## src/rtl/kmac_app_arbiter.sv

```systemverilog
// Round-robin arbiter sharing one KMAC application port between NumReq requesters.
// The grant is held for a whole message; it also handles aborts and a hung-KMAC watchdog.
module kmac_app_arbiter #(
  parameter int NumReq        = 3,
  parameter int DataWidth     = 64,
  parameter int DigestWidth   = 256,
  parameter int TimeoutCycles = 1024
) (
  input  logic                            clk_i,
  input  logic                            rst_ni,
  input  logic [NumReq-1:0]               req_active_i,
  input  logic [NumReq-1:0]               req_valid_i,
  input  logic [NumReq*DataWidth-1:0]     req_data_i,
  input  logic [NumReq*(DataWidth/8)-1:0] req_strb_i,
  input  logic [NumReq-1:0]               req_last_i,
  output logic [NumReq-1:0]               req_ready_o,
  output logic [NumReq-1:0]               req_done_o,
  output logic [NumReq-1:0]               req_error_o,
  output logic [2*DigestWidth-1:0]        digest_o,
  output logic                            kmac_valid_o,
  output logic [DataWidth-1:0]            kmac_data_o,
  output logic [DataWidth/8-1:0]          kmac_strb_o,
  output logic                            kmac_last_o,
  input  logic                            kmac_ready_i,
  input  logic                            kmac_done_i,
  input  logic                            kmac_error_i,
  input  logic [2*DigestWidth-1:0]        kmac_digest_i,
  output logic                            busy_o,
  output logic                            fsm_error_o
);

  localparam int StrbWidth = DataWidth / 8;
  localparam int IdxW      = (NumReq > 1) ? $clog2(NumReq) : 1;
  localparam int WdW       = $clog2(TimeoutCycles) + 1;
  localparam logic [IdxW-1:0] LastIdx = IdxW'(NumReq - 1);
  localparam logic [WdW-1:0]  WdLimit = WdW'(TimeoutCycles - 1);

  typedef enum logic [2:0] {
    StIdle  = 3'd0,
    StTx    = 3'd1,
    StWait  = 3'd2,
    StDone  = 3'd3,
    StError = 3'd4
  } state_e;

  state_e          state_q, state_d;
  logic [IdxW-1:0] rr_q, rr_d, gnt_q, gnt_d;
  logic [WdW-1:0]  wdog_q, wdog_d;
  logic            abort_q, abort_d, err_q, err_d;

  logic                 found;
  logic [IdxW-1:0]      winner, cand;
  logic                 act_g, valid_g, last_g, tx_valid, tx_last;
  logic [DataWidth-1:0] data_g;
  logic [StrbWidth-1:0] strb_g;

  // First active requester at or after the rr pointer, wrapping
  always_comb begin
    found  = 1'b0;
    winner = '0;
    cand   = '0;
    for (int i = 0; i < NumReq; i++) begin
      cand = IdxW'((int'(rr_q) + i) % NumReq);
      if (!found && req_active_i[cand]) begin
        found  = 1'b1;
        winner = cand;
      end
    end
  end

  always_comb begin
    act_g   = 1'b0;
    valid_g = 1'b0;
    last_g  = 1'b0;
    data_g  = '0;
    strb_g  = '0;
    for (int i = 0; i < NumReq; i++) begin
      if (gnt_q == IdxW'(i)) begin
        act_g   = req_active_i[i];
        valid_g = req_valid_i[i];
        last_g  = req_last_i[i];
        data_g  = req_data_i[i*DataWidth +: DataWidth];
        strb_g  = req_strb_i[i*StrbWidth +: StrbWidth];
      end
    end
  end

  // After an abort the arbiter itself closes the message with an empty last beat
  assign tx_valid = abort_q | valid_g;
  assign tx_last  = abort_q | last_g;

  always_ff @(posedge clk_i or negedge rst_ni) begin
    if (!rst_ni) begin
      state_q <= StIdle;
      rr_q    <= '0;
      gnt_q   <= '0;
      wdog_q  <= '0;
      abort_q <= 1'b0;
      err_q   <= 1'b0;
    end else begin
      state_q <= state_d;
      rr_q    <= rr_d;
      gnt_q   <= gnt_d;
      wdog_q  <= wdog_d;
      abort_q <= abort_d;
      err_q   <= err_d;
    end
  end

  always_comb begin
    state_d = state_q;
    rr_d    = rr_q;
    gnt_d   = gnt_q;
    wdog_d  = wdog_q;
    abort_d = abort_q;
    err_d   = err_q;
    case (state_q)
      StIdle: begin
        if (found) begin
          gnt_d   = winner;
          rr_d    = (winner == LastIdx) ? '0 : winner + 1'b1;
          state_d = StTx;
        end
      end
      StTx: begin
        if (!act_g) abort_d = 1'b1;
        if (tx_valid && tx_last && kmac_ready_i) begin
          state_d = StWait;
          wdog_d  = '0;
        end
      end
      StWait: begin
        if (!act_g) abort_d = 1'b1;
        wdog_d = wdog_q + 1'b1;
        // A done on the expiry cycle still wins over the timeout
        if (kmac_done_i) begin
          err_d   = kmac_error_i | abort_q | ~act_g;
          state_d = StDone;
        end else if (wdog_q == WdLimit) begin
          err_d   = 1'b1;
          state_d = StDone;
        end
      end
      StDone: begin
        if (!act_g) begin
          state_d = StIdle;
          abort_d = 1'b0;
          err_d   = 1'b0;
          wdog_d  = '0;
        end
      end
      StError: state_d = StError;
      default: state_d = StError;
    endcase
  end

  always_comb begin
    req_ready_o  = '0;
    req_done_o   = '0;
    req_error_o  = '0;
    digest_o     = '0;
    kmac_valid_o = 1'b0;
    kmac_data_o  = '0;
    kmac_strb_o  = '0;
    kmac_last_o  = 1'b0;
    busy_o       = (state_q != StIdle);
    fsm_error_o  = 1'b0;
    case (state_q)
      StIdle, StWait: ;
      StTx: begin
        kmac_valid_o = tx_valid;
        kmac_last_o  = tx_last;
        kmac_data_o  = abort_q ? '0 : data_g;
        kmac_strb_o  = abort_q ? '0 : strb_g;
        for (int i = 0; i < NumReq; i++) begin
          if (gnt_q == IdxW'(i)) req_ready_o[i] = kmac_ready_i & ~abort_q;
        end
      end
      StDone: begin
        if (!abort_q) begin
          for (int i = 0; i < NumReq; i++) begin
            if (gnt_q == IdxW'(i)) begin
              req_done_o[i]  = 1'b1;
              req_error_o[i] = err_q;
            end
          end
          if (!err_q) digest_o = kmac_digest_i;
        end
      end
      default: begin
        req_done_o  = '1;
        req_error_o = '1;
        fsm_error_o = 1'b1;
      end
    endcase
  end

endmodule
```

## config.mk

```make
export PLATFORM = sky130hd
export DESIGN_NAME = kmac_app_arbiter
export DESIGN_NICKNAME = d
export VERILOG_FILES = /design/src/rtl/kmac_app_arbiter.sv
export SDC_FILE = /design/constraint.sdc
export NUM_CORES = 1
export LEC_CHECK = 0
export ABC_AREA = 0
export CAP_MARGIN = 20
export CORE_AREA = 2 2 523 525
export DETAILED_ROUTE_END_ITERATION = 10
export DIE_AREA = 0 0 525 527
export GPL_TIMING_DRIVEN = 0
export PLACE_DENSITY = 0.3
export SYNTH_ARGS = -nofsm -noshare
export SYNTH_HDL_FRONTEND = slang
export SYNTH_SLANG_ARGS = --single-unit
```

## constraint.sdc

```tcl
create_clock -name clk_i -period 2.9 [get_ports clk_i]
set_clock_uncertainty 0.2 [all_clocks]
set_input_delay 0.87 -clock clk_i [delete_from_list [all_inputs] [get_ports clk_i]]
set_output_delay 0.87 -clock clk_i [all_outputs]
set_load 0.01 [all_outputs]
```

# Yosys cells after proc, flatten, opt, wreduce, memory -nomap -nowiden
# Index checks and enable logic that the tools add are counted.
# W data, S select, Z words.
[word_totals] regBits=20 output_inout_bits=597 elab_cells=122
[classes] addsub=4 n_div=3 n_lt_le_gt_ge=3 eq_ne=12 n_mux=67 n_bitwise=7 n_reduce_logical=20
[ops] cell="$mux W512" n=3
[ops] cell="$mux W64" n=5
[ops] cell="$mod A32 B3 Y32 const B" n=2
[ops] cell="$mux W8" n=5
[ops] cell="$pmux W11 S3" n=1
[ops] cell="$mod A3 B3 Y32 const B" n=1
[ops] cell="$mux W1" n=31
[ops] cell="$mux W3" n=8
[ops] cell="$mux W11" n=2
[ops] cell="$pmux W3 S2" n=2
[ops] cell="$pmux W3 S4" n=1
[ops] cell="$add A11 B1 Y11 const B" n=1
[ops] cell="$eq A11 B10 Y1 const B" n=1
[ops] cell="$lt A2 B3 Y1 const B" n=3
[ops] cell="$reduce_and A3 Y1" n=3
[ops] cell="$mux W2" n=4
[ops] cell="$ne A2 B2 Y1 const B" n=4
[ops] cell="$bmux W1 S2" n=3
[ops] cell="$eq A3 B2 Y1 const B" n=2
[ops] cell="$reduce_bool A3 Y1" n=2
[ops] cell="$eq A2 B2 Y1 const B" n=2
[ops] cell="$logic_and A1 B1 Y1" n=4
[ops] cell="$or A1 B1 Y1" n=4
[ops] cell="$pmux W1 S2" n=2
[ops] cell="other kinds (17)" n=20

# Depth between registers and ports, before layout
[logic_depth] depth_word=12 mapped_depth=8 depth_no_buf=7

# Least setup slack after synthesis
# Ideal clock, no wire load.
[synth_path] kind="input port to output port" from="in req_last_i[2]" to="out kmac_last_o" arrival_time_ps=1673 t_required_ps=1830 path_slack_ps=157 stages=3 path_buffers=0 path_cell_list="mux2_1 > a221o_1 > nor3b_1"
[synth_between] elab_chain_cells=3
[synth_rtl] element="start, declared" line_no="15" rtl="input logic [NumReq-1:0] req_last_i,"
[synth_rtl] element="$mux W1" line_no="78" rtl="if (gnt_q == IdxW'(i)) begin"
[synth_rtl] element="$or A1 B1 Y1" line_no="90" rtl="assign tx_last = abort_q | last_g;"
[synth_rtl] element="$mux W1" line_no="168" rtl="case (state_q)"
[synth_rtl] element="end, declared" line_no="23" rtl="output logic kmac_last_o,"
# No other way between the ends.

# Final worst setup path
[layout_path] from="in req_data_i[15]" to="out kmac_data_o[15]"
[layout_between] elab_chain_cells=5
[layout_rtl] element="start, declared" line_no="13" rtl="input logic [NumReq*DataWidth-1:0] req_data_i,"
[layout_rtl] element="$mux W64 (3 in a row)" line_no="78"
[layout_rtl] element="$mux W64" line_no="173" rtl="kmac_data_o = abort_q ? '0 : data_g;"
[layout_rtl] element="$mux W64" line_no="168"
[layout_rtl] element="end, declared" line_no="21" rtl="output logic [DataWidth-1:0] kmac_data_o,"
# No other way between the ends.

==> flow_summary.ini <==
[power]
seq_power_share = 0.050
power.density_nw_per_um2 = 319
pwr-share-clk = 0.038
sw_frac_of_total = 0.517
peakVddDrop_mv = 0.248
switching_power_mw = 4.33
power_mw = 8.37
internal_power_mw = 4.05
pwr-share-comb = 0.912
p_leak_nw = 10.4

[placed_design]
gp_congestion = 0.934
place_hpwl_mm = 205
pre_cts_ws_ns = -2.05
port_buffers = 1337
dp_cells = 5994

[clocking]
numCtsBuffers = 3
max-clock-path-buffers = 2
cts.sinks = 20
cts_tree = yes
clk_root_buffer_cell = clkbuf_16
hold_buffers = 0
clk_pin_slew_worst_paths_ns = 0.06
h-tree-depth = 1
insertion_delay_ns = 0.25

[job]
maxCapViolCount = 0

[floorplanning]
start_util = 0.0251
dieWidth_um = 525
rows = 192
dieArea_um2 = 277000
core_area_um2 = 272000
io_pins = 1339
dieHeight_um = 527

[setup_path]
crit_fanout = 1
critPathKind = input pin to output pin
arrival_ns = 2.64
critPathLaunchType = input pin
required_ns = 1.83
end_kind = output pin

[yosys]
ys.flop_type = dfrtp_1
netlist_instances = 1067
yosysUniqueCellTypes = 53
syn_nets = 1814
avgSynthCellArea_um2 = 6.38
synth-edff-count = 0
synthArstFlopShare = 1.00
syn-cell-area_um2 = 6810
seq_area_frac_synth = 0.0735
ys_seq_elements = 20
yosys_warnings = 0

[worst_hold_path]
hold_path.class = flip-flop to flip-flop

[grt]
grt_max_degree = 21
grt_use_total = 0.149
grt_pass1_wl_mm = 247
overflow = 0
grt_pass1_vias = 14400
antenna_found_initial = 294

[sta]
min_period_ns = 3.71
worst_slack_ns = -0.812
fmax_mhz = 269
finalSetupViolations = 596
finalHoldViolCount = 0
relSlewSlack = 0.542
worstMarginPinSlew_ns = 0.682
maxSlewViolCount = 0
finalCritPeriodShare = 1.28
rsz0062_at_grt = true
whs_ns = 0.320

[cells_and_area]
drive_gt1_frac = 0.198
syn2layout_area_growth_pct = 285
fin_util = 0.0965
fin_cells = 6081
fin_nets = 3197
final_cell_mix = clkdlybuf4s50_1, and2_1, dlygate4sd2_1
nFillCells = 31700
mostFrequentLayoutCell = clkdlybuf4s50_1

[status]
outcome = complete, but fails checks
violations = setup timing

[detailed_routing]
drtPass1Iterations = 5
wl_mm = 215
avgViaCountPerCell = 2.39
drt_iter0_markers = 469
detail-route-antenna-nets = 0
drc_errors = 0
wl_per_cell_um = 35.4
vias = 14500
## layout make-up
type                       count  area, um2  share of cell area
timing repair buffer        1381      13500               0.514
multi-input combinational    939       6360               0.243
tap                         3589       4490               0.171
buffer                        97       1150              0.0439
sequential                    20        503              0.0192
antenna                       43        108             0.00410
clock buffer                   4       88.8             0.00339
inverter                       8       30.0             0.00114
## power by group through the flow
stage | logic [mW] | clock network (mW) | registers (mW)
after floorplan | 2.55 | 0 | 0.391
after global placement | 6.91 | 0 | 0.412
after detailed placement | 6.86 | 0 | 0.415
after CTS | 7.69 | 0.330 | 0.422
after global routing | 8.08 | 0.341 | 0.433
final | 7.64 | 0.316 | 0.421
## registers in the layout (all words and copies together) (netlist names)
| register | cells |
|---|---|
| abort_q | 1 |
| state_q | 3 |
| wdog_q | 11 |
| err_q | 1 |
| rr_q | 2 |
| gnt_q | 2 |
## cell families (layout without fill, tap and decap cells)
family | Yosys count | count (layout) | share of synthesized area
buffers and inverters | 108 | 1490 | 0.0783
AND/OR/NAND/NOR | 730 | 730 | 0.607
multiplexers | 81 | 81 | 0.120
adder cells (fa/ha/maj) | 5 | 5 | 0.00919
AO/OA/AOI/OAI | 114 | 114 | 0.100
flip-flops | 20 | 20 | 0.0735
other | 0 | 43 | 0
XOR/XNOR | 9 | 9 | 0.0116
## routing by layer
| layer | vias to the layer above | track usage | share of wire |
|---|---|---|---|
| met1 | 6539 | 0.161 | 0.37 |
| met3 | 456 | 0.0734 | 0.11 |
| met4 | 134 | 0.0175 | 0.025 |
| li1 | 6187 | - | - |
| met5 | - | 0 | 0.0040 |
| met2 | 1212 | 0.266 | 0.48 |
## synth_stat cells (4+ instances only)
master	instances	area, um2
and3_1	5	31.3
xnor2_1	4	35.0
nand2b_1	4	25.0
inv_1	8	30.0
nand2_1	20	75.1
clkbuf_1	32	120
ha_1	5	62.6
nor2b_1	5	31.3
mux2i_1	77	771
dfrtp_1	20	500
and2_1	512	3200
buf_6	7	78.8
nor2_1	160	601
a21oi_1	80	400
xor2_1	5	43.8
buf_2	57	285
nand3_1	5	25.0
o21ai_0	8	40.0
## worst max-delay path: stages
cell             delay (ns)
clkdlybuf4s50_1        0.51
mux2i_1                0.12
nor2_1                 0.27
a21oi_1                0.13
nor2_1                 0.14
clkdlybuf4s50_1        0.60
## final timing paths
path / startpoint / cells past startpoint / slack [ns] / end
min in group asynchronous: rst_ni / 1 / 0.77 / gnt_q[1]$_DFFE_PN0P_
min: wdog_q[0]$_DFFE_PN0P_ / 1 / 0.32 / wdog_q[0]$_DFFE_PN0P_
min reg2reg: wdog_q[0]$_DFFE_PN0P_ / 1 / 0.32 / wdog_q[0]$_DFFE_PN0P_
max: req_data_i[15] / 6 / -0.81 / kmac_data_o[15]
max in group asynchronous: rst_ni / 2 / 1.24 / abort_q$_DFFE_PN0P_
max reg2reg: rr_q[0]$_DFFE_PN0P_ / 7 / 0.44 / state_q[0]$_DFFE_PN0P_
## through the flow
step	area [um2]	TNS [ns]
after floorplan	6810	0
after global placement	24700	-715.10
after detailed placement	24700	-715.75
after CTS	25900	-387.02
after global routing	26200	-353.57
final	26200	-282.71
## timing repair
action,in CTS,in global routing
gates resized for setup,1167,327
pin swaps,16,11
setup buffers,27,12
setup endpoints to repair,597,600
cloned,3,1
Power figures use the tool's default switching activity.
